===== config.mk =====
export PLATFORM = sky130hd
export DESIGN_NAME = pc_gen_flat
export DESIGN_NICKNAME = d
export VERILOG_FILES = /design/src/rtl/pc_pkg.sv /design/src/rtl/pc_gen_if.sv /design/src/rtl/pc_ras.sv /design/src/rtl/pc_gen.sv /design/src/flat_wrapper.sv
export SDC_FILE = /design/constraint.sdc
export NUM_CORES = 1
export LEC_CHECK = 0
export BUFFER_PORTS_ARGS = -buffer_cell sky130_fd_sc_hd__buf_2
export CORE_UTILIZATION = 55
export CTS_CLUSTER_SIZE = 16
export DETAILED_ROUTE_END_ITERATION = 12
export GPL_TIMING_DRIVEN = 0
export PLACE_DENSITY = 0.81
export SLEW_MARGIN = 5
export SYNTH_ARGS = -nofsm -noshare
export SYNTH_HDL_FRONTEND = slang
export SYNTH_SLANG_ARGS = --single-unit

===== constraint.sdc =====
create_clock -name clk -period 16.25 [get_ports clk]
set_input_delay 2.4375 -clock clk [delete_from_list [all_inputs] [get_ports clk]]
set_output_delay 2.4375 -clock clk [all_outputs]
set_load 0.005 [all_outputs]

===== src/rtl/pc_pkg.sv =====
// rtl/pc_pkg.sv - shared types and default vectors for the program-counter generator
// Contents:
//   cause_e          redirect cause chosen for the current cycle
//   DEF_RESET_VEC    default PC loaded on reset
//   DEF_INT_VEC      default PC loaded on interrupt entry
package pc_pkg;

    typedef enum logic [2:0] {
        CAUSE_NONE,     // stalled: nothing advances in the fetch stage
        CAUSE_INT,      // interrupt entry
        CAUSE_RETI,     // return from interrupt
        CAUSE_FLOW,     // branch/jump/call/return resolved in EX
        CAUSE_SEQ       // sequential fetch
    } cause_e;

    localparam logic [31:0] DEF_RESET_VEC = 32'h0000_0000;
    localparam logic [31:0] DEF_INT_VEC   = 32'h0000_0100;

endpackage


===== src/rtl/pc_gen_if.sv =====
// rtl/pc_gen_if.sv - fetch-control bundle between pipeline control and the PC generator
// Signals:
//   stall, flow_change, dst, call, ret, int_req, reti   requests from pipeline control
//   pc, pc_tap, tap_vld, epc, int_active, int_ack,
//   ras_empty                                          state reported by the PC generator
// Modports: master = pipeline control side, slave = PC generator side.
interface pc_gen_if #(
    parameter int PC_W        = 32,
    parameter int PIPE_STAGES = 3
);
    logic                        stall;
    logic                        flow_change;
    logic [PC_W-1:0]             dst;
    logic                        call;
    logic                        ret;
    logic                        int_req;
    logic                        reti;

    logic [PC_W-1:0]             pc;
    logic [PIPE_STAGES*PC_W-1:0] pc_tap;
    logic [PIPE_STAGES-1:0]      tap_vld;
    logic [PC_W-1:0]             epc;
    logic                        int_active;
    logic                        int_ack;
    logic                        ras_empty;

    modport master (
        output stall, flow_change, dst, call, ret, int_req, reti,
        input  pc, pc_tap, tap_vld, epc, int_active, int_ack, ras_empty
    );

    modport slave (
        input  stall, flow_change, dst, call, ret, int_req, reti,
        output pc, pc_tap, tap_vld, epc, int_active, int_ack, ras_empty
    );
endinterface


===== src/rtl/pc_ras.sv =====
// rtl/pc_ras.sv - circular return-address stack with saturating occupancy count
// Ports:
//   clk, rst      clock, asynchronous active-high reset (clears pointer and count)
//   push, pop     stack operations; both together replace the top entry
//   push_data     return address to push
//   top           current top-of-stack entry
//   empty         no entries held
module pc_ras #(
    parameter int PC_W  = 32,
    parameter int DEPTH = 4
) (
    input  logic            clk,
    input  logic            rst,
    input  logic            push,
    input  logic            pop,
    input  logic [PC_W-1:0] push_data,
    output logic [PC_W-1:0] top,
    output logic            empty
);
    localparam int PTR_W = $clog2(DEPTH);

    logic [PC_W-1:0]  mem [DEPTH];
    logic [PTR_W-1:0] wptr;
    logic [PTR_W-1:0] top_ptr;
    logic [PTR_W:0]   count;
    logic             do_pop;

    assign top_ptr = wptr - PTR_W'(1);
    assign top     = mem[top_ptr];
    assign empty   = (count == '0);
    // Popping an empty stack is a no-op; the caller falls back to its own target.
    assign do_pop  = pop && !empty;

    always_ff @(posedge clk or posedge rst) begin
        if (rst) begin
            wptr  <= '0;
            count <= '0;
        end else if (push && do_pop) begin
            // pop-then-push: the top slot is rewritten, pointer and count unchanged
            wptr  <= wptr;
        end else if (push) begin
            // When full, wptr already points at the oldest entry, so it is overwritten.
            wptr <= wptr + PTR_W'(1);
            if (count != (PTR_W+1)'(DEPTH))
                count <= count + (PTR_W+1)'(1);
        end else if (do_pop) begin
            wptr  <= top_ptr;
            count <= count - (PTR_W+1)'(1);
        end
    end

    always_ff @(posedge clk) begin
        if (push)
            mem[(push && do_pop) ? top_ptr : wptr] <= push_data;
    end
endmodule


===== src/rtl/pc_gen.sv =====
// rtl/pc_gen.sv - fetch program counter with redirects, return-address stack, EPC and PC+1 taps
// Ports:
//   clk, rst   clock, asynchronous active-high reset
//   bus        pc_gen_if.slave: requests (stall, flow_change, dst, call, ret, int_req, reti)
//              and state (pc, pc_tap, tap_vld, epc, int_active, int_ack, ras_empty)
module pc_gen
    import pc_pkg::*;
#(
    parameter int              PC_W        = 32,
    parameter logic [PC_W-1:0] RESET_VEC   = PC_W'(DEF_RESET_VEC),
    parameter logic [PC_W-1:0] INT_VEC     = PC_W'(DEF_INT_VEC),
    parameter int              PIPE_STAGES = 3,
    parameter int              RAS_DEPTH   = 4
) (
    input  logic     clk,
    input  logic     rst,
    pc_gen_if.slave  bus
);
    logic [PC_W-1:0]        pc;
    logic [PC_W-1:0]        epc;
    logic                   int_act;
    logic                   int_ack;
    logic [PC_W-1:0]        tap [PIPE_STAGES];
    logic [PIPE_STAGES-1:0] tap_vld;

    logic [PC_W-1:0]        nxt_pc;
    logic [PC_W-1:0]        flow_tgt;
    logic [PC_W-1:0]        ras_top;
    logic                   ras_empty;
    logic                   ras_push;
    logic                   ras_pop;
    logic                   redirect;
    cause_e                 cause;

    assign nxt_pc = pc + PC_W'(1);

    always_comb begin
        cause = CAUSE_SEQ;
        if (bus.stall)
            cause = CAUSE_NONE;
        else if (bus.int_req && !int_act)
            cause = CAUSE_INT;
        else if (bus.reti)
            cause = CAUSE_RETI;
        else if (bus.flow_change)
            cause = CAUSE_FLOW;
    end

    assign redirect = (cause == CAUSE_INT) || (cause == CAUSE_RETI) || (cause == CAUSE_FLOW);
    // RAS only moves when the flow change itself is the accepted redirect.
    assign ras_push = (cause == CAUSE_FLOW) && bus.call;
    assign ras_pop  = (cause == CAUSE_FLOW) && bus.ret;
    assign flow_tgt = (bus.ret && !ras_empty) ? ras_top : bus.dst;

    pc_ras #(
        .PC_W  (PC_W),
        .DEPTH (RAS_DEPTH)
    ) u_ras (
        .clk       (clk),
        .rst       (rst),
        .push      (ras_push),
        .pop       (ras_pop),
        .push_data (tap[1]),
        .top       (ras_top),
        .empty     (ras_empty)
    );

    always_ff @(posedge clk or posedge rst) begin
        if (rst) begin
            pc      <= RESET_VEC;
            epc     <= '0;
            int_act <= 1'b0;
            int_ack <= 1'b0;
            tap_vld <= '0;
            for (int k = 0; k < PIPE_STAGES; k++)
                tap[k] <= '0;
        end else begin
            int_ack <= (cause == CAUSE_INT);
            case (cause)
                CAUSE_INT: begin
                    pc      <= INT_VEC;
                    epc     <= pc;
                    int_act <= 1'b1;
                end
                CAUSE_RETI: begin
                    pc      <= epc;
                    int_act <= 1'b0;
                end
                CAUSE_FLOW: pc <= flow_tgt;
                CAUSE_SEQ:  pc <= nxt_pc;
                default:    pc <= pc;
            endcase

            if (!bus.stall) begin
                tap[0]     <= nxt_pc;
                tap_vld[0] <= !redirect;
            end
            // Downstream taps keep draining even while fetch is stalled.
            for (int k = 1; k < PIPE_STAGES; k++) begin
                tap[k]     <= tap[k-1];
                tap_vld[k] <= tap_vld[k-1];
            end
            // The instruction in IM_ID is on the wrong path as well.
            if (redirect)
                tap_vld[1] <= 1'b0;
        end
    end

    assign bus.pc         = pc;
    assign bus.epc        = epc;
    assign bus.int_active = int_act;
    assign bus.int_ack    = int_ack;
    assign bus.tap_vld    = tap_vld;
    assign bus.ras_empty  = ras_empty;

    for (genvar g = 0; g < PIPE_STAGES; g++) begin : g_tap
        assign bus.pc_tap[g*PC_W +: PC_W] = tap[g];
    end
endmodule


===== src/flat_wrapper.sv =====
// flat-port wrapper written by rule: the top's interface ports become plain ports
module pc_gen_flat import pc_pkg::*;
#(
    parameter int              PC_W        = 32,
    parameter logic [PC_W-1:0] RESET_VEC   = PC_W'(DEF_RESET_VEC),
    parameter logic [PC_W-1:0] INT_VEC     = PC_W'(DEF_INT_VEC),
    parameter int              PIPE_STAGES = 3,
    parameter int              RAS_DEPTH   = 4
)
  (clk, rst, bus_stall, bus_flow_change, bus_dst, bus_call, bus_ret, bus_int_req, bus_reti, bus_pc, bus_pc_tap, bus_tap_vld, bus_epc, bus_int_active, bus_int_ack, bus_ras_empty);
  pc_gen_if #(.PC_W(PC_W), .PIPE_STAGES(PIPE_STAGES)) bus_i ();
  input  logic clk;
  input  logic rst;
  input wire logic [$bits(bus_i.stall)-1:0] bus_stall;
  input wire logic [$bits(bus_i.flow_change)-1:0] bus_flow_change;
  input wire logic [$bits(bus_i.dst)-1:0] bus_dst;
  input wire logic [$bits(bus_i.call)-1:0] bus_call;
  input wire logic [$bits(bus_i.ret)-1:0] bus_ret;
  input wire logic [$bits(bus_i.int_req)-1:0] bus_int_req;
  input wire logic [$bits(bus_i.reti)-1:0] bus_reti;
  output wire logic [$bits(bus_i.pc)-1:0] bus_pc;
  output wire logic [$bits(bus_i.pc_tap)-1:0] bus_pc_tap;
  output wire logic [$bits(bus_i.tap_vld)-1:0] bus_tap_vld;
  output wire logic [$bits(bus_i.epc)-1:0] bus_epc;
  output wire logic [$bits(bus_i.int_active)-1:0] bus_int_active;
  output wire logic [$bits(bus_i.int_ack)-1:0] bus_int_ack;
  output wire logic [$bits(bus_i.ras_empty)-1:0] bus_ras_empty;
  assign bus_i.stall = bus_stall;
  assign bus_i.flow_change = bus_flow_change;
  assign bus_i.dst = bus_dst;
  assign bus_i.call = bus_call;
  assign bus_i.ret = bus_ret;
  assign bus_i.int_req = bus_int_req;
  assign bus_i.reti = bus_reti;
  assign bus_pc = bus_i.pc;
  assign bus_pc_tap = bus_i.pc_tap;
  assign bus_tap_vld = bus_i.tap_vld;
  assign bus_epc = bus_i.epc;
  assign bus_int_active = bus_i.int_active;
  assign bus_int_ack = bus_i.int_ack;
  assign bus_ras_empty = bus_i.ras_empty;
  pc_gen #(.PC_W(PC_W), .RESET_VEC(RESET_VEC), .INT_VEC(INT_VEC), .PIPE_STAGES(PIPE_STAGES), .RAS_DEPTH(RAS_DEPTH)) u_core (.clk(clk), .rst(rst), .bus(bus_i));
endmodule

Yosys cells after proc, flatten, opt, wreduce, memory -nomap -nowiden
Memory sizes are Yosys's and may differ from the RTL's.
Cells that the tools add are included.
{ "classes": {"n_addsub": 5, "n_eq_ne": 6, "mux": 16, "n_bitwise": 1, "reduce_logical": 17} }
{ "op_table": {"columns": ["cell", "count"], "rows": [
  ["32-bit case mux with 4 select lines", 1],
  ["32-bit by 1-bit adder with 32-bit output (second input constant)", 1],
  ["32-bit 2-to-1 mux", 1],
  ["3-bit 2-to-1 mux", 7],
  ["3-bit by 2-bit equality test with 1-bit output (second input constant)", 2],
  ["1-bit logical AND", 6],
  ["2-bit 2-to-1 mux", 3],
  ["2-bit nonzero test", 2],
  ["4-bit nonzero test", 1],
  ["3-bit by 1-bit adder with 3-bit output (second input constant)", 1],
  ["3-bit by 1-bit equality test with 1-bit output (second input constant)", 1],
  ["3-bit equality test (second input constant)", 1],
  ["1-bit logical NOT", 3],
  ["3-bit logical NOT", 1],
  ["1-bit 2-to-1 mux", 3],
  ["3-bit != test (second input constant)", 1],
  ["3-bit AND reduction", 1],
  ["3-bit by 1-bit subtractor with 3-bit output (second input constant)", 1],
  ["2-bit by 1-bit adder with 2-bit output (second input constant)", 1],
  ["1-bit logical OR", 2],
  ["2-bit by 1-bit != test with 1-bit output (second input constant)", 1],
  ["1-bit case mux with 2 select lines", 1],
  ["2-bit AND reduction", 1],
  ["2-bit by 1-bit subtractor with 2-bit output (second input constant)", 1],
  ["1-bit inverter", 1]
]} }
{ "word_totals": {"reg_bits": 170, "ram_bits": 128, "inputBits": 40, "n_memories": 1} }
{ "memory_table": {"columns": ["memory", "depth", "word_bits", "read_ports", "rd_clocked_by_memory_dff", "wr", "line", "source"], "rows": [
  ["u_core.u_ras.mem", 4, 32, 1, 0, 1, "pc_ras.sv:22", "logic [PC_W-1:0] mem [DEPTH];"]
]} }

Depth between registers and ports, before layout
Gate-level depths: netlist (run 1).
{ "logic_depth": {"word_depth": 10, "depth_mapped": 11, "depth_no_buf": 8} }

Cells and area by module
Synthesis (run 1) repeated with hierarchy kept, for this count alone.
{ "unflattened": {"cells_unflattened": 828, "area_unflattened_um2": 11994.0} }
{ "modules_own_cells": {"columns": ["module", "instances", "cells_per_inst", "area_per_inst_um2"], "rows": [
  ["pc_gen", 1, 612, 6925.4],
  ["pc_ras", 1, 216, 5068.6]
]} }

Worst setup path before layout (run 1)
OpenSTA, ideal clock, no wires.
{ "synth_path": {"kind": "input to register", "startpoint": "in bus_stall", "endpoint": "mem u_core.u_ras.mem[0][0], enable pin", "setup_time_ns": 0.468, "arrival_ns": 5.741, "setup_slack_ns": 10.041, "stages": 7, "cell_sequence": "buf_2 > nor2_2 > and3_1 > clkbuf_1 > buf_4 > nand2_1 > nor3b_1"} }
{ "synth_between": {"elab_chain_cells": 6} }
{ "synth_lines": {"columns": ["element", "line", "source"], "rows": [
  ["start, declared", "flat_wrapper.sv:14", "input wire logic [$bits(bus_i.stall)-1:0] bus_stall;"],
  ["3-bit 2-to-1 mux (*)", "pc_gen.sv:39", "if (bus.stall)"],
  ["3-bit by 2-bit equality test with 1-bit output (*)", "pc_gen.sv:51, pc_gen.sv:52", null],
  ["1-bit logical AND", "pc_gen.sv:52", "assign ras_pop = (cause == CAUSE_FLOW) && bus.ret;"],
  ["1-bit logical AND", "pc_ras.sv:32", "assign do_pop = pop && !empty;"],
  ["1-bit logical AND", "pc_ras.sv:54", "mem[(push && do_pop) ? top_ptr : wptr] <= push_data;"],
  ["2-bit 2-to-1 mux", "pc_ras.sv:54", null],
  ["end, declared", "pc_ras.sv:22", null]
]} }
Every way passes the cells marked *; elsewhere a longest branch is shown, timed or not.

Final worst setup path (run 1)
{ "layout_path": {"startpoint": "in bus_int_req", "endpoint": "mem u_core.u_ras.mem[0][22], enable pin"} }
{ "layout_between": {"elab_chain_cells": 8} }
{ "layout_lines": {"columns": ["element", "line", "source"], "rows": [
  ["start, declared", "flat_wrapper.sv:19", "input wire logic [$bits(bus_i.int_req)-1:0] bus_int_req;"],
  ["1-bit logical AND (*)", "pc_gen.sv:41", "else if (bus.int_req && !int_act)"],
  ["3-bit 2-to-1 mux (*)", "pc_gen.sv:41", null],
  ["3-bit 2-to-1 mux (*)", "pc_gen.sv:39", null],
  ["3-bit by 2-bit equality test with 1-bit output (*)", "pc_gen.sv:51, pc_gen.sv:52", null],
  ["1-bit logical AND", "pc_gen.sv:52", null],
  ["1-bit logical AND", "pc_ras.sv:32", null],
  ["1-bit logical AND", "pc_ras.sv:54", null],
  ["2-bit 2-to-1 mux", "pc_ras.sv:54", null]
]} }
Marks and branches as above.

==> impl_metrics.tcl, run 1 <==
set metrics [dict create \
    status "complete, no violations" \
    r2r_cells 9 \
    drive_gt1_share_pct 35.92 \
    rsz0062_at_grt "false" \
    synthFlopType "dfrtp_1" \
    insertion_delay_ns 0.56 \
    drt_iter0_drc 674 \
    setup_ws_ns 11.65 \
    cellLeakagePower_nw 6.488 \
    period_share_pct 28.33 \
    critPathTopFamily "buffers and inverters" \
    post_cts_buffers 0 \
    cp.arrival_ns 4.86 \
    critical-path-max-stage-delay_ns 0.65 \
    routabilityCongestion 0.8624 \
    drt-total-wl_mm 30.67 \
    avgRoutedWirePerCell_um 23.01 \
    grt_antenna_before_repair 0 \
    cts.clk_slew.worst_paths_ns 0.06 \
    tritoncts.num_buffers 30 \
    dp.cells 1277 \
    place_ws_ns 11.11 \
    crit_buf_inv 6 \
    synth-seq-cells 298 \
    synthAdderAreaFrac_pct 0.2115 \
    hp-class "flip-flop to flip-flop" \
    die_w_um 148.7 \
    routed_via_density 5.976 \
    max_slew_margin_pct 40.41 \
    final.setup_skew_ns 0.01358 \
    dieArea_sq_um 22110 \
    tns_ns 0 \
    synth-compound-area-share_pct 6.608 \
    cts_resized 0 \
    power_density_nw_per_um2 170.0 \
    num_vias 7966 \
    m1WireLength_mm 12.36 \
    avgSynthCellArea_sq_um 14.96 \
    ir_drop_uv 112.9 \
    post-route-util_pct 68.63 \
    regArea_sq_um 8098 \
    crit_chain "buf_2, nand2b_1, buf_2, and3_1, clkbuf_1, buf_4, nand2_1, nor3b_2, buf_6, buf_6" \
    ant_nets 0 \
    fin_nets 1076 \
    top_layer_used "met4" \
    coreArea_sq_um 21090 \
    crit_path_end_kind "flip-flop" \
    synth.cell_area_sq_um 11830 \
    cp-start-kind "input pin" \
    drc 0 \
    clkSinkCount 298 \
    grtUsageTotal_pct 28.46 \
    grt_max_degree 118 \
    die_h_um 148.7 \
    worst_pin_slew_ns 0.8939 \
    ctsHtreeMaxLevel 1 \
    setup_viol 0 \
    final_cell_mix "buf_2, dfrtp_1, edfxtp_1" \
    critical_path_depth 10 \
    rows 53 \
    synthMuxAreaShare_pct 11.95 \
    multi_input_area_sq_um 3486 \
    ys.warnings.count 0 \
    clockRootBuffer "clkbuf_16" \
    insertedDiodeCount 0 \
    grt_pass1_wl_mm 46.46 \
    synth_top_family_by_area "multiplexers" \
    synth_xor_area_share_pct 2.664 \
    drv_cap 0 \
    final_hold_viol_count 0 \
    synthesis.nets 833 \
    whs_ns 0.3870 \
    ys_seq_area_share_pct 68.43 \
    io_buffers 204 \
    cts_tree "done" \
    cts-hold-fix-buffers 0 \
    hold_depth 0 \
    fmax_ghz 0.2172 \
    setup.worst_path.class "input pin to flip-flop" \
    required_ns 16.51 \
    io_pins 206 \
    wl_met3_mm 2.608 \
    start_util_pct 56.12 \
    fillerInstances 1466 \
    fin_crit_ns 4.604 \
    clk_path_buf_depth 3 \
    syn_inst 791 \
    drv_slew 0 \
    wl_met2_mm 14.56 \
    hpwl_mm 20.64 \
    worstPathMaxFanout 10 \
    ys_types 58 \
    async_flop_share_pct 57.05 \
    globalRouteOverflowTotal 0 \
    final_common_cell "buf_2" \
    area_growth_pct 22.30 \
    synth-edff-count 128 \
    first_pass_iters 6 \
    final_cells 1333 \
    slowest_stage "nor3b_2" \
    grt_pass1_vias 8043 \
    synthSimpleGateAreaFrac_pct 7.813 \
]
## cell usage after synthesis (3+ instances only)
master    number  share of area (%)
nand2b_1       3               0.16
mux2i_1       13                1.1
mux4_2        32                6.1
buf_1          7               0.22
nand4_1        7               0.37
nor4_4         3               0.54
o22ai_1        3               0.16
a21oi_1       35                1.5
buf_4          3               0.19
nor4_1         4               0.21
mux2_2        50                4.8
a222oi_1       3               0.25
edfxtp_1     128                 32
a221oi_1       9               0.67
inv_1         15               0.48
dfrtp_1      170                 36
xnor2_1       18                1.3
nor2_1        12               0.38
and3_1         4               0.21
and2_1         5               0.26
nand2_1       94                3.0
xor2_1        18                1.3
and4_1         4               0.30
buf_2         16               0.68
o21ai_0       30                1.3
o21ai_1        5               0.21
nor3_1        10               0.42
a211o_1       12               0.89
clkbuf_1      21               0.67
nand3_1       15               0.63
a22oi_1        4               0.25
nor2b_1        3               0.16
## per-stage QoR
stage | area (sq um) | total power, mW
floorplan | 11830 | 1.417
global placement | 13200 | 1.679
detailed placement | 13370 | 1.707
CTS | 14470 | 2.467
global route | 14470 | 2.564
finish | 14470 | 2.461
## path summary, 6_finish.rpt
path | slack (ns) | startpoint | to
min | 0.39 | u_core.bus.tap_vld[1]$_DFF_PP0_ | u_core.bus.tap_vld[2]$_DFF_PP0_
max | 11.65 | bus_int_req | u_core.u_ras.mem[0][22]$_DFFE_PP_
max reg2reg | 13.16 | u_core.bus.int_active$_DFFE_PP0P_ | u_core.u_ras.mem[0][22]$_DFFE_PP_
min in group asynchronous | 1.90 | rst | u_core.bus.pc_tap[31]$_DFFE_PP0N_
min reg2reg | 0.39 | u_core.bus.tap_vld[1]$_DFF_PP0_ | u_core.bus.tap_vld[2]$_DFF_PP0_
max in group asynchronous | 13.42 | rst | u_core.bus.pc_tap[36]$_DFF_PP0_
## power breakdown
| part | leakage, nW | switching (mW) | internal (mW) |
|---|---|---|---|
| Sequential | 3.43 | 0.167 | 0.968 |
| Clock | 0.542 | 0.285 | 0.472 |
| Combinational | 2.51 | 0.286 | 0.282 |
| Total | 6.49 | 0.739 | 1.72 |
## layout make-up
cell class / count / share of cell area (%)
Sequential cell: 298 / 55.95
Multi-Input combinational cell: 430 / 24.09
Timing Repair Buffer: 211 / 8.023
Clock buffer: 43 / 6.095
Tap cell: 275 / 2.377
Clock inverter: 13 / 1.513
Buffer: 48 / 1.513
Inverter: 15 / 0.4409
## cells by family after synthesis
| family | Yosys count |
|---|---|
| muxes | 95 |
| DFF | 298 |
| and+or+nand+nor | 178 |
| adders and majority gates | 2 |
| xor gates and xnor gates | 36 |
| buffers and inverters | 63 |
| AOI/OAI and AO/OA | 119 |
## sequential cells by signal, indices dropped and copies added, names as in the netlist
| register | flops |
|---|---|
| u_core.bus.int_active | 1 |
| u_core.bus.epc | 32 |
| u_core.bus.int_ack | 1 |
| u_core.u_ras.wptr | 2 |
| u_core.bus.tap_vld | 3 |
| u_core.bus.pc_tap | 96 |
| u_core.u_ras.mem | 128 |
| u_core.u_ras.count | 3 |
| u_core.bus.pc | 32 |
## layer usage
metal,vias to the layer above,track usage [%]
li1,3418,-
met1,4017,38.57
met2,442,44.49
met3,89,6.564
met4,0,12.11
met5,-,0
Power figures use the tool's default switching activity.
==> run 2, diff against run 1 <==
Settings changed: ABC_AREA set to 1, CORE_UTILIZATION 55 to 51, PLACE_DENSITY 0.81 to 0.78.
Clock period 16.25 ns to 3.7 ns, I/O delays scaled along.
==> impl_metrics.tcl, run 2 <==
set metrics [dict create \
    post_cts_buffers 0 \
    p_seq_share_pct 43.7 \
    drv_cap 0 \
    drv_slew 0 \
    io_buffers 205 \
    status "complete, no violations" \
    rows 57 \
    final.setup_skew_ns 0.02407 \
    first_pass_iters 5 \
    avgSynthCellArea_sq_um 9.289 \
    area_growth_pct 21.27 \
    synthesis.nets 1408 \
    drc 0 \
    largest_register_ffs 128 \
    synth_common_cells "nand2_1, dfrtp_1, nor2_1" \
    synthFlopType "dfrtp_1" \
    critPathTopFamily "simple AND/OR/NAND/NOR gates" \
    routabilityCongestion 0.9543 \
    rsz0062_at_grt "false" \
    insertion_delay_ns 0.56 \
    fin_nets 1654 \
    max_slew_margin_pct 43.52 \
    synth-seq-cells 298 \
    grt_antenna_before_repair 1 \
    synthAdderAreaFrac_pct 0.1972 \
    required_ns 3.95 \
    switchingPower_mw 4.113 \
    crit_chain "inv_1, nand2_1, nand4_1, nor2_2, xor2_1, nor2_4, buf_16" \
    final_cell_mix "nand2_1, buf_2, dfrtp_1" \
    syn_inst 1366 \
    globalRouteOverflowTotal 0 \
    synth_xor_area_share_pct 0.7593 \
    cts-hold-fix-buffers 0 \
    crit_start "u_core.bus.int_active$_DFFE_PP0P_" \
    avgRoutedWirePerCell_um 19.70 \
    start_util_pct 52.02 \
    fin_crit_ns 2.662 \
    yosys-top-cells-area "dfrtp_1, edfxtp_1, nand2_1, nor2_1, inv_1" \
    combPwrFrac_pct 28.0 \
    synth.cell_area_sq_um 12690 \
    coreArea_sq_um 24390 \
    clk_path_buf_depth 3 \
    final_cells 1961 \
    ant_nets 0 \
    grt_pass1_vias 10220 \
    dieArea_sq_um 25510 \
    drive_gt1_share_pct 20.42 \
    crit-reg2reg-launch "u_core.bus.int_active$_DFFE_PP0P_" \
    grt_pass1_wl_mm 58.81 \
    crit_path_end_kind "flip-flop" \
    cts_tree "done" \
    routed_via_density 5.419 \
    final_common_cell "nand2_1" \
    crit_buf_inv 2 \
    ir_drop_uv 474.6 \
    critical-path-max-stage-delay_ns 0.53 \
    yosysMostFrequentCell "nand2_1" \
    whs_ns 0.1709 \
    ctsHtreeMaxLevel 1 \
    period_share_pct 71.94 \
    cp.arrival_ns 2.91 \
    grtUsageTotal_pct 30.58 \
    drt-total-wl_mm 38.64 \
    netlist.area_leader.share_pct 33.53 \
    power.total_mw 11.40 \
    dp.cells 1903 \
    synthMuxAreaShare_pct 0 \
    switching_share_pct 36.09 \
    num_vias 10630 \
    synthSimpleGateAreaFrac_pct 24.08 \
    top_register "u_core.u_ras.mem" \
    die_w_um 159.7 \
    clock_power_share_pct 28.4 \
    final_hold_viol_count 0 \
    ys_seq_area_share_pct 63.82 \
    synth_top_family_by_area "simple AND/OR/NAND/NOR gates" \
    cellLeakagePower_nw 7.480 \
    cp-start-kind "flip-flop" \
    io_pins 206 \
    clkSinkCount 298 \
    die_h_um 159.7 \
    regToRegEndpoint "u_core.u_ras.mem[0][3]$_DFFE_PP_" \
    yosys.area.top_type "dfrtp_1" \
    post-route-util_pct 63.09 \
    drt_iter0_drc 1199 \
    rrSetupSlack_ns 1.04 \
    worst_pin_slew_ns 0.8454 \
    cts_resized 0 \
    fmax_ghz 0.3757 \
    hpwl_mm 28.02 \
    tritoncts.num_buffers 31 \
    hp-class "input pin to asynchronous set/reset pin" \
    power_density_nw_per_um2 740.7 \
    p_int_mw 7.283 \
    async_flop_share_pct 57.05 \
    cts.clk_slew.worst_paths_ns 0.06 \
    setup.worst_path.class "flip-flop to flip-flop" \
    synth-edff-count 128 \
    clockRootBuffer "clkbuf_16" \
    ys.warnings.count 0 \
    worstPathMaxFanout 17 \
    slowest_stage "nor2_4" \
    setup_viol 0 \
    ys_types 31 \
    r2r_cells 7 \
    grt_max_degree 40 \
    synth-compound-area-share_pct 4.852 \
]
[run 2: changes by cell type in the layout (fill, tap and decap cells not counted), sizes merged, moves of 30 or more]
cell and delta:
nor2 +155, nand2 +374, mux4 -32, inv +123, mux2 -50, nand3 +80
o21ai +30
[run 2: cells by family after synthesis]
family	after synthesis
compound gates	117
xor+xnor	11
fa+ha+maj	2
buf+inv	189
flops	298
simple gates	749
[run 2: how the worst max path moves through the flow]
stage / slack [ns] / endpoint / depth (start not counted)
final: 1.04 / u_core.u_ras.mem[0][3]$_DFFE_PP_ / 7
after detailed placement: 0.92 / u_core.u_ras.mem[0][1]$_DFFE_PP_ / 7
after floorplan: 0.61 / u_core.u_ras.mem[2][0]$_DFFE_PP_ / 8
after global placement: -0.67 / u_core.u_ras.mem[3][24]$_DFFE_PP_ / 8
after global routing: 0.84 / u_core.u_ras.mem[0][3]$_DFFE_PP_ / 7
after CTS: 1.06 / u_core.u_ras.mem[0][29]$_DFFE_PP_ / 7
[run 2: metal layers]
| metal | up-vias | share of wire, % | global-route usage [%] |
|---|---|---|---|
| met1 | 5101 | 40 | 41.11 |
| met5 | - | 0 | 0 |
| li1 | 4863 | - | - |
| met4 | 0 | 3.8 | 11.41 |
| met3 | 94 | 8.2 | 4.727 |
| met2 | 568 | 48 | 50.42 |
[run 2: final cells by class]
cell class	count	area, sq um
diodes	1	2.502
clock buffers	41	869.6
clock inverters	16	193.9
plain buffers	52	284.0
flip-flops and latches	298	8098
inverters	137	518.0
fillers	1983	9004
multi-input cells	879	3822
well taps	324	405.4
repair buffers	213	1194
[run 2: power by group through the flow]
stage	combinational [mW]	sequential, mW	clock (mW)
after CTS	3.17	4.95	3.25
after global placement	2.97	4.98	0
after detailed placement	3.11	5.00	0
after floorplan	1.62	4.84	0
after global routing	3.50	5.06	3.39
final	3.19	4.98	3.23
[run 2: through the flow]
stage	TNS, ns	setup slack (ns)	cell area, sq um
after floorplan	0	0.6143	12690
after global placement	-85.20	-0.6697	14120
after detailed placement	0	0.9188	14320
after CTS	0	1.062	15380
after global routing	0	0.8376	15390
final	0	1.038	15390
==> run 3, diff against run 2 <==
Settings changed: ABC_AREA 1 to 0, CORE_UTILIZATION 51 to 55, PLACE_DENSITY 0.78 to 0.81.
Clock period 3.7 ns to 2.6 ns, I/O delays scaled along.
==> impl_metrics.tcl, run 3 (synthesized netlist as in run 1, its figures left out) <==
set metrics [dict create \
    grt_max_degree 39 \
    fillerInstances 1432 \
    final_common_cell "buf_2" \
    globalRouteOverflowTotal 0 \
    max_slew_margin_pct 40.49 \
    rows 53 \
    routed_via_density 5.996 \
    status "complete, no violations" \
    final_cells 1339 \
    period_share_pct 99.15 \
    largest_register_ffs 128 \
    setup_ws_ns 0.02209 \
    dieArea_sq_um 22110 \
    setup.worst_path.class "flip-flop to flip-flop" \
    fin_nets 1082 \
    power_density_nw_per_um2 1049 \
    top_register "u_core.u_ras.mem" \
    tritoncts.num_buffers 30 \
    clkSinkCount 298 \
    ir_drop_uv 751.3 \
    insertedDiodeCount 0 \
    cp-start-kind "flip-flop" \
    whs_ns 0.01167 \
    cts_tree "done" \
    insertion_delay_ns 0.55 \
    routabilityCongestion 0.8299 \
    drive_gt1_share_pct 36.56 \
    final_hold_viol_count 0 \
    clk_path_buf_depth 3 \
    first_pass_iters 6 \
    worst_pin_slew_ns 0.8927 \
    fmax_ghz 0.3879 \
    grtUsageTotal_pct 28.91 \
    final.setup_skew_ns 0.01090 \
    grt_pass1_vias 8071 \
    cts-hold-fix-buffers 0 \
    die_w_um 148.7 \
    post-route-util_pct 69.23 \
    ant_nets 0 \
    grt_pass1_wl_mm 46.99 \
    drt-total-wl_mm 31.48 \
    hp-class "input pin to asynchronous set/reset pin" \
    final_cell_mix "buf_2, dfrtp_1, edfxtp_1" \
    num_vias 8029 \
    io_buffers 204 \
    grt_antenna_before_repair 0 \
    dp.cells 1280 \
    coreArea_sq_um 21090 \
    avgRoutedWirePerCell_um 23.51 \
    required_ns 3.08 \
    io_pins 206 \
    cp.arrival_ns 3.05 \
    drv_cap 0 \
    fin_crit_ns 2.578 \
    clockRootBuffer "clkbuf_16" \
    place_ws_ns -0.3816 \
    worstPathMaxFanout 10 \
    hpwl_mm 21.37 \
    cts.clk_slew.worst_paths_ns 0.06 \
    ctsHtreeMaxLevel 1 \
    drt_iter0_drc 737 \
    crit-reg2reg-launch "u_core.bus.int_active$_DFFE_PP0P_" \
    drv_slew 0 \
    area_growth_pct 23.37 \
    crit_path_end_kind "flip-flop" \
    crit_start "u_core.bus.int_active$_DFFE_PP0P_" \
    die_h_um 148.7 \
    drc 0 \
    setup_viol 0 \
    power.total_mw 15.31 \
    start_util_pct 56.12 \
    cellLeakagePower_nw 6.537 \
]
[run 3: cell count changes in the layout (fill, tap and decap cells not counted), sizes merged, moves of 13 or more]
cell / previous run / this run
nor2: 168 / 13
mux2i: 0 / 13
clkbuf: 54 / 71
inv: 139 / 14
nand3: 95 / 15
nand2: 469 / 95
mux4: 0 / 32
xnor2: 1 / 18
o21ai: 65 / 35
mux2: 0 / 50
[run 3: final timing paths]
check,to,slack [ns],cells past startpoint
setup / recovery,u_core.u_ras.count[2]$_DFFE_PP0P_,0.02,11
hold / removal,u_core.bus.pc_tap[79]$_DFF_PP0_,0.01,2
setup reg to reg,u_core.u_ras.count[2]$_DFFE_PP0P_,0.02,11
hold reg to reg,u_core.bus.tap_vld[2]$_DFF_PP0_,0.39,0
max in group asynchronous,u_core.bus.pc_tap[68]$_DFF_PP0_,1.76,4
min in group clk,u_core.bus.pc[0]$_DFFE_PP0P_,0.16,3
[run 3: layout make-up]
class	instances	area [sq um]	area share, %
Buffer	48	231.5	1.586
Timing Repair Buffer	217	1294	8.862
Clock buffer	47	927.1	6.351
Inverter	15	60.06	0.4114
Tap cell	275	344.1	2.357
Clock inverter	9	145.1	0.9942
Sequential cell	298	8098	55.47
Multi-Input combinational cell	430	3500	23.97
[run 3: worst max-delay path, stage by stage (launching register included)]
cell and delay, ns:
dfrtp_1 0.36, nand2b_1 0.11, buf_2 0.16, and3_1 0.18
clkbuf_2 0.23, buf_6 0.19, nand2_2 0.16, xor2_1 0.19
ha_1 0.21, a211o_1 0.28, a221oi_2 0.26, xor2_1 0.16
[run 3: per-layer routing]
metal / share of wire, % / global-route usage (%) / routed length (um) / vias up
met5: 0 / 0 / 0 / -
met4: 2.9 / 9.742 / 899 / 0
met3: 9.4 / 6.166 / 2969 / 73
met2: 48 / 46.40 / 15130 / 455
met1: 40 / 39.50 / 12480 / 4072
li1: - / - / - / 3429
[run 3: timing repair]
action / CTS / global route
endpoints found under the setup margin: 65 / 65
pin swaps: 2 / 0
gates resized for setup: 1 / 6
setup buffers: 3 / 0
[run 3: stage by stage]
| stage | cell area (sq um) | TNS (ns) |
|---|---|---|
| 2_1_floorplan | 11860 | -3.872 |
| 3_3_place_gp | 13220 | -306.88 |
| 3_5_place_dp | 13460 | -15.58 |
| 4_1_cts | 14580 | 0 |
| 5_1_grt | 14600 | -0.005806 |
| 6_report | 14600 | 0 |
[run 3: where the power goes]
part	switching, mW	internal [mW]
registers	1.07	6.05
logic	1.82	1.80
clock network	1.75	2.83
total	4.63	10.7
